[src/rtl/mem_access_ctrl_pkg.sv]
// Shared encodings and helpers for the MEM-stage access controller.
package mem_access_ctrl_pkg;

  localparam int unsigned DATA_LEN = 64;
  localparam int unsigned STRB_LEN = 8;

  localparam logic [1:0] MEM_B = 2'b00;
  localparam logic [1:0] MEM_H = 2'b01;
  localparam logic [1:0] MEM_W = 2'b10;
  localparam logic [1:0] MEM_D = 2'b11;

  typedef enum logic [1:0] {
    ST_IDLE = 2'b00,
    ST_REQ  = 2'b01,
    ST_RESP = 2'b10,
    ST_DONE = 2'b11
  } state_e;

  function automatic logic [STRB_LEN-1:0] size_mask(input logic [1:0] size);
    case (size)
      MEM_B:   size_mask = 8'h01;
      MEM_H:   size_mask = 8'h03;
      MEM_W:   size_mask = 8'h0F;
      default: size_mask = 8'hFF;
    endcase
  endfunction

  function automatic logic is_misaligned(input logic [1:0] size, input logic [2:0] off);
    case (size)
      MEM_B:   is_misaligned = 1'b0;
      MEM_H:   is_misaligned = off[0];
      MEM_W:   is_misaligned = |off[1:0];
      default: is_misaligned = |off;
    endcase
  endfunction

  function automatic logic [DATA_LEN-1:0] replicate(input logic [1:0] size,
                                                    input logic [DATA_LEN-1:0] data);
    case (size)
      MEM_B:   replicate = {8{data[7:0]}};
      MEM_H:   replicate = {4{data[15:0]}};
      MEM_W:   replicate = {2{data[31:0]}};
      default: replicate = data;
    endcase
  endfunction

endpackage

[src/rtl/mem_load_align.sv]
// Load-data alignment: shift by byte offset, select access size, sign/zero extend.
module mem_load_align
  import mem_access_ctrl_pkg::*;
(
  input  logic [2:0]          funct3_i,
  input  logic [2:0]          offset_i,
  input  logic [DATA_LEN-1:0] rdata_i,
  output logic [DATA_LEN-1:0] data_o
);

  logic [DATA_LEN-1:0] shifted;
  logic                uns;

  assign shifted = rdata_i >> {offset_i, 3'b000};
  assign uns     = funct3_i[2];

  always_comb begin
    data_o = shifted;
    case (funct3_i[1:0])
      MEM_B:   data_o = {{56{~uns & shifted[7]}},  shifted[7:0]};
      MEM_H:   data_o = {{48{~uns & shifted[15]}}, shifted[15:0]};
      MEM_W:   data_o = {{32{~uns & shifted[31]}}, shifted[31:0]};
      default: data_o = shifted;
    endcase
  end

endmodule

[src/rtl/mem_access_ctrl.sv]
// MEM-stage load/store sequencer with bus handshake and pipeline hold.
// Optional bus-wait timeout enabled by MEM_ACCESS_CTRL_TIMEOUT_EN.
module mem_access_ctrl
  import mem_access_ctrl_pkg::*;
#(
  parameter int unsigned TIMEOUT_CYCLES = 255
) (
  input  logic                clk,
  input  logic                rst,
  input  logic [2:0]          funct3_i,
  input  logic                visit_sig_i,
  input  logic                wmem_en_i,
  input  logic [DATA_LEN-1:0] addr_i,
  input  logic [DATA_LEN-1:0] wdata_i,
  output logic                hold_o,
  output logic                req_o,
  output logic                we_o,
  output logic [DATA_LEN-1:0] addr_o,
  output logic [DATA_LEN-1:0] wdata_o,
  output logic [STRB_LEN-1:0] wstrb_o,
  input  logic                gnt_i,
  input  logic                rvalid_i,
  input  logic [DATA_LEN-1:0] rdata_i,
  output logic                ld_valid_o,
  output logic [DATA_LEN-1:0] ld_data_o,
  output logic                misalign_o,
  output logic                bus_err_o
);

  if (TIMEOUT_CYCLES == 0) begin : g_bad_timeout
    $error("TIMEOUT_CYCLES must be nonzero");
  end

  state_e              state_q, state_d;
  logic [DATA_LEN-1:0] ld_data_q, ld_data_d;
  logic                ld_valid_q, ld_valid_d;
  logic                bus_err_q, bus_err_d;
  logic [DATA_LEN-1:0] ld_aligned;
  logic                active, misaligned, timeout;

  assign active     = visit_sig_i | wmem_en_i;
  assign misaligned = is_misaligned(funct3_i[1:0], addr_i[2:0]);

  mem_load_align u_align (
    .funct3_i (funct3_i),
    .offset_i (addr_i[2:0]),
    .rdata_i  (rdata_i),
    .data_o   (ld_aligned)
  );

`ifdef MEM_ACCESS_CTRL_TIMEOUT_EN
  logic [31:0] cnt_q, cnt_d;
  logic        busy;

  assign busy = (state_q == ST_REQ) || (state_q == ST_RESP);

  // Every REQ is entered from IDLE, so clearing in IDLE is clearing on entry.
  always_comb begin
    cnt_d = cnt_q;
    if (state_q == ST_IDLE) cnt_d = '0;
    else if (busy)          cnt_d = cnt_q + 32'd1;
  end

  always_ff @(posedge clk or negedge rst) begin
    if (!rst) cnt_q <= '0;
    else      cnt_q <= cnt_d;
  end

  assign timeout = busy && (cnt_q == 32'(TIMEOUT_CYCLES - 1));
`else
  assign timeout = 1'b0;
`endif

  always_comb begin
    state_d    = state_q;
    ld_data_d  = ld_data_q;
    ld_valid_d = 1'b0;
    bus_err_d  = 1'b0;
    hold_o     = 1'b0;
    req_o      = 1'b0;
    we_o       = 1'b0;
    addr_o     = '0;
    wdata_o    = '0;
    wstrb_o    = '0;
    misalign_o = 1'b0;
    case (state_q)
      ST_IDLE: begin
        if (active) begin
          if (misaligned) begin
            misalign_o = 1'b1;
          end else begin
            hold_o  = 1'b1;
            state_d = ST_REQ;
          end
        end
      end
      ST_REQ: begin
        hold_o  = 1'b1;
        req_o   = 1'b1;
        we_o    = wmem_en_i;
        addr_o  = {addr_i[DATA_LEN-1:3], 3'b000};
        wdata_o = replicate(funct3_i[1:0], wdata_i);
        wstrb_o = size_mask(funct3_i[1:0]) << addr_i[2:0];
        // Abort takes priority over a grant arriving in the same cycle.
        if (timeout) begin
          bus_err_d = 1'b1;
          ld_data_d = '0;
          state_d   = ST_DONE;
        end else if (gnt_i) begin
          state_d = wmem_en_i ? ST_DONE : ST_RESP;
        end
      end
      ST_RESP: begin
        hold_o = 1'b1;
        if (timeout) begin
          bus_err_d = 1'b1;
          ld_data_d = '0;
          state_d   = ST_DONE;
        end else if (rvalid_i) begin
          ld_data_d  = ld_aligned;
          ld_valid_d = 1'b1;
          state_d    = ST_DONE;
        end
      end
      default: state_d = ST_IDLE;
    endcase
  end

  always_ff @(posedge clk or negedge rst) begin
    if (!rst) begin
      state_q    <= ST_IDLE;
      ld_data_q  <= '0;
      ld_valid_q <= 1'b0;
      bus_err_q  <= 1'b0;
    end else begin
      state_q    <= state_d;
      ld_data_q  <= ld_data_d;
      ld_valid_q <= ld_valid_d;
      bus_err_q  <= bus_err_d;
    end
  end

  assign ld_data_o  = ld_data_q;
  assign ld_valid_o = ld_valid_q;
  assign bus_err_o  = bus_err_q;

endmodule
[config.mk]
export PLATFORM = sky130hd
export DESIGN_NAME = mem_access_ctrl
export DESIGN_NICKNAME = d
export VERILOG_FILES = /design/src/rtl/mem_access_ctrl_pkg.sv /design/src/rtl/mem_load_align.sv /design/src/rtl/mem_access_ctrl.sv
export SDC_FILE = /design/constraint.sdc
export NUM_CORES = 1
export LEC_CHECK = 0
export ABC_CLOCK_PERIOD_IN_PS = 1900
export CAP_MARGIN = 10
export CORE_AREA = 2 2 159 161
export DETAILED_ROUTE_END_ITERATION = 8
export DIE_AREA = 0 0 161 163
export GPL_ROUTABILITY_DRIVEN = 0
export PLACE_DENSITY = 0.71
export SLEW_MARGIN = 10
export SYNTH_ARGS = -nofsm -noshare
export SYNTH_HDL_FRONTEND = slang
export SYNTH_SLANG_ARGS = --single-unit
[constraint.sdc]
create_clock -name clk -period 1.9 [get_ports clk]
set_input_delay 0.19 -clock clk [delete_from_list [all_inputs] [get_ports clk]]
set_output_delay 0.19 -clock clk [all_outputs]
set_load 0.005 [all_outputs]
=== Word-level counts from Yosys, hierarchy flattened ===
Index checks and enable logic that the tools add are counted.

* Eq/ne operators: 8
* Shifts and indexed selects: 2
* Muxes and demuxes: 24
* Bitwise gates (word level): 5
* Reduce and logical (&&, ||, !) cells: 7

{| class="wikitable"
|+ Operator list
! cell !! number
|-
| 64-bit case mux with 3 select lines || 2
|-
| 64-bit 2-to-1 mux || 2
|-
| 64-bit by 6-bit right shift with 64-bit output || 1
|-
| 8-bit case mux with 3 select lines || 1
|-
| 8-bit 2-to-1 mux || 2
|-
| 1-bit 2-to-1 mux || 10
|-
| 2-bit 2-to-1 mux || 4
|-
| 2-bit inequality test (second input constant) || 4
|-
| 8-bit by 3-bit << shifter with 8-bit output || 1
|-
| 2-bit case mux with 3 select lines || 1
|-
| 2-bit by 1-bit == test with 1-bit output (second input constant) || 2
|-
| 2-bit == test (second input constant) || 2
|-
| 2-bit zero test || 2
|-
| 4-bit AND reduction || 1
|-
| 2-bit OR reduction || 2
|-
| 1-bit AND || 3
|-
| 1-bit case mux with 3 select lines || 1
|-
| 3-bit OR reduction || 1
|-
| 1-bit case mux with 2 select lines || 1
|-
| 2-bit AND reduction || 1
|-
| 1-bit NOT || 1
|-
| 1-bit bitwise OR || 1
|}

* Bits in registers: 67
* Input bits: 201

=== Longest topological paths before layout ===
* Depth after elaboration: 5
* Depth in mapped cells: 9
* Mapped depth without buffers: 7

=== Modules after synthesis ===
A second synthesis with hierarchy kept.

* Cells, all modules: 735
* Area total of the unflattened synthesis: 6815.3 µm²

{| class="wikitable"
|+ Modules (own cells, without submodules)
! module !! instances !! cells each !! area each (µm²) !! seq. area each (µm²)
|-
| mem_access_ctrl || 1 || 471 || 4515.6 || 1676.6
|-
| mem_load_align || 1 || 264 || 2299.7 || 0.0
|}

=== Worst setup path after synthesis ===
No wires, ideal clock.

* Path kind: register to register
* From: reg state_q[0]
* To: reg ld_data_q[48], in the netlist ld_data_o[48]
* Setup time: 121 ps
* Data arrival time: 1743 ps
* Required time: 1779 ps
* Path slack: 36 ps
* Cell stages (with the launch flop): 9
* Path buffers: 1
* Path through: dfrtp_1 -> inv_1 -> ha_1 -> nand2_1 -> inv_1 -> o41ai_4 -> or3_1 -> buf_4 -> o22a_1

* Longest elaborated chain between the ends: 2

{| class="wikitable"
|+ RTL lines
! element !! line !! source
|-
| from (decl) || mem_access_ctrl.sv:34 || <nowiki>state_e state_q, state_d;</nowiki>
|-
| from (signal assigned) || mem_access_ctrl.sv:136 || <nowiki>state_q <= state_d;</nowiki>
|-
| 2-bit == test || mem_access_ctrl.sv:86 || <nowiki>case (state_q)</nowiki>
|-
| 2-bit AND reduction (no line) || - ||
|-
| to (signal assigned) || mem_access_ctrl.sv:137 || <nowiki>ld_data_q <= ld_data_d;</nowiki>
|-
| to (decl) || mem_access_ctrl.sv:35 || <nowiki>logic [DATA_LEN-1:0] ld_data_q, ld_data_d;</nowiki>
|}

Every way passes these cells.
A chain may end at the register's enable or synchronous reset.

=== Final worst setup path ===
* From: reg state_q[0]
* To: reg state_q[1]

* Longest elaborated chain between the ends: 3
* Elaborated cells between the ends (all ways): 9
* Those cells by class: 6 x eq/ne; 1 x mux; 2 x reduce/logical

{| class="wikitable"
|+ RTL lines
! element !! line
|-
| 2-bit == test (tied with other cells) || mem_access_ctrl.sv:86
|-
| 2-bit inequality test (no line) || -
|-
| 4-bit AND reduction (no line) || -
|}

Several ways; a longest one is shown, not always the timed one.

==> results.md <==
* Outcome: finished with violations
* Failing checks: negative setup slack
* Largest net degree at the start of global routing at 68
* IO Port Bufs at 402
* Post-route setup TNS at -1.52 ns
* CP Capture Type: register
* Design area at 0.0119 mm²
* Crit path max fanout at 5
* NetSw at 4.54 mW
* Via count at 7,802
* Hold Slack at 0.383 ns
* Initial core utilization at 24.9%
* Critical path's slowest cell: dfrtp_1
* Die area at 0.0262 mm²
* Routed len/inst at 20.2 µm
* Nets at 1,438
* Post-DP Area at 0.0113 mm²
* P_int at 8.03 mW
* Ys async rst share at 100%
* Die W at 161 µm
* Min-delay src: rdata_i[63]
* Sequential cell area at 0.00168 mm²
* Worst-path clk slew at 0.06 ns
* Final wirelength at 31.8 mm
* Arrival @ worst endpoint at 2.20 ns
* Initial antenna violation count at 1
* DRT antenna net count at 0
* Post-synth EDFFs at 0
* Layout cell share with drive strength beyond 1 at 30.7%
* Final Skew at 0.00541 ns
* Ports at 407
* Crit-path cells: ha_4 > buf_12 > buf_6 > clkbuf_16 > a222oi_1 > buf_4 > mux2_4
* Area Overhead vs Synth at 94.1%
* Worst R2R Path Depth at 7
* Final setup fails at 33
* Sequential element share of the synthesized area at 27.3%
* Startpoint Class: register
* TritonCTS Buffers at 9
* Power density cells at 1050 mW/mm²
* Post-Syn Instances at 734
* Top FF cell, synth: dfrtp_1
* Final hold viol count at 0
* Worst R2R Start: state_q[0]
* Final HPWL DP at 24.6 mm
* DRT iter0 DRCs at 602
* Synth top area share at 27.3%
* Maximum clock rate at 504 MHz
* Synth cell types at 50
* CTS tree: yes
* RR Endpoint: state_q[1]
* Fin crit share at 104%
* Global-route wire length before repair at 45.6 mm
* Sequential Power Share at 21.6%
* GRT Total Usage at 22.6%
* Leading cell types in the layout, fill and taps excluded: 257 x clkdlybuf4s50_1, 117 x buf_4, 89 x mux2i_1
* # clock sinks at 67
* Clk network pwr share at 13.2%
* Largest area contributor in the netlist: dfrtp_1
* Req. time, crit path at 2.12 ns
* Synthesized flop and latch total at 67
* Worst-Skew Late Latency at 0.34 ns
* Yosys warning count at 0
* Minimum clock period at 1.98 ns
* DR pass1 iterations at 6
* Die height at 163 µm
* CTS Root Cell: clkbuf_16
* Total chip power at 12.6 mW
* Flop-to-flop setup slack at -0.08 ns
* Syn Area/Cell at 8.37 µm²
* Leakage at 5.62 nW
* Core box area at 0.0247 mm²
* Commonest non-fill, non-tap cell in the layout: clkdlybuf4s50_1
* Slowest cell delay on critical path at 0.43 ns
* Switching fraction of total power at 36.1%
* RSZ-0062 raised after global routing: true
* Worst hold path class: in2reg
* Max H-tree Level at 3
* Max cap viols at 0
* Min setup slack post-route at -0.0844 ns
* Comb power frac at 65.1%
* Vias in the first global route at 7,819
* Cell Rows at 58
* Hold Path Depth at 4
* Hold EP: ld_data_o[63]
* Clock Tree Buf Depth at 2
* Multi-input gate area at 0.00439 mm²
* Grt total ovfl at 0
* Setup Crit Path Kind: reg2reg
* Peak VDD IR at 521 µV
* Fill count at 2,363
* Synth top area cells: dfrtp_1 27%, mux2i_1 15%, and2_1 7.4%
* Slew Viols, Final at 0
* Number of vias per cell at 4.97
* Syn Std Cell Area at 0.00615 mm²
* DRC Markers at 0
==> Yosys cell counts (all sizes together) (4+ instances only) <==
cell     number
a211oi        5
a21boi       16
a21oi        66
a31oi         8
and2         73
and3          7
buf          33
clkbuf       36
dfrtp        67
ha            4
inv          13
mux2         23
mux2i        90
mux4         14
nand2        78
nand2b        6
nor2         76
nor2b        14
nor3          6
o211a         8
o21ai        26
o22a         17
o22ai        18
o2bb2ai       7
or2           4
==> worst max path at each step <==
stage	end	from	depth (start not counted)	slack [ns]
3_3_place_gp	ld_data_o[62]	rdata_i[55]	6	-0.60
4_1_cts	addr_o[4]	state_q[1]	6	-0.23
2_1_floorplan	ld_data_o[48]	state_q[0]	8	0.04
6_report	state_q[1]	state_q[0]	7	-0.08
5_1_grt	wdata_o[27]	state_q[1]	9	-0.12
3_5_place_dp	ld_data_o[62]	rdata_i[55]	6	-0.67
==> critical path: cells and delay by family (launching register included) <==
family,cells,cell delay [ns]
adders and majority gates,1,0.20
buffers and inverters,4,0.61
DFF,1,0.43
muxes,1,0.29
AOI/OAI and AO/OA,1,0.33
==> through the flow <==
stage / std cells / utilization, % / setup WS, ns
6_report: 1570 / 48.4 / -0.0844
3_3_place_gp: 1521 / 45.8 / -0.596
2_1_floorplan: 737 / - / 0.0357
5_1_grt: 1570 / 48.4 / -0.119
3_5_place_dp: 1521 / 45.8 / -0.670
4_1_cts: 1550 / 47.5 / -0.229
==> timing repair <==
item / CTS / global route
pin swaps: 4 / 13
setup endpoints to repair: 163 / 158
resized for setup: 331 / 195
buffers inserted: 11 / 14
gates cloned: 2 / 6
hold buffers: 1 / 0
endpoints found under the hold margin: 67 / 0
==> sequential cells by signal, summed over array words and instances (netlist names) <==
signal,cells
state_q,2
ld_data_o,64
ld_valid_o,1
==> metal layers <==
| layer | part of all wire (%) | global-route usage (%) |
|---|---|---|
| met5 | 0 | 0 |
| met3 | 6.2 | 2.70 |
| met1 | 37 | 25.7 |
| met4 | 3.2 | 7.26 |
| met2 | 53 | 43.5 |
==> final cells by class <==
class	count	area share, %
Sequential cell	67	14.0
Timing Repair Buffer	554	42.7
Clock buffer	10	1.92
Tap cell	330	3.46
Antenna cell	2	0.0419
Multi-Input combinational cell	588	36.8
Inverter	13	0.430
Clock inverter	6	0.545
==> cell families after synthesis <==
group           share of synthesized area, %
fa+ha+maj                              0.814
other cells                           0.0610
buf+inv                                 6.11
simple gates                            21.4
xor+xnor                               0.143
flops                                   27.3
mux                                     24.1
compound gates                          20.1
==> power by group through the flow <==
stage	Clock, mW	Sequential (mW)	Combinational, mW
floorplan	0	2.62	2.53
global placement	0	2.72	7.29
detailed placement	0	2.72	7.37
CTS	1.69	2.73	7.52
global route	1.76	2.79	8.75
finish	1.66	2.72	8.19
(Power assumes the default switching activity.)
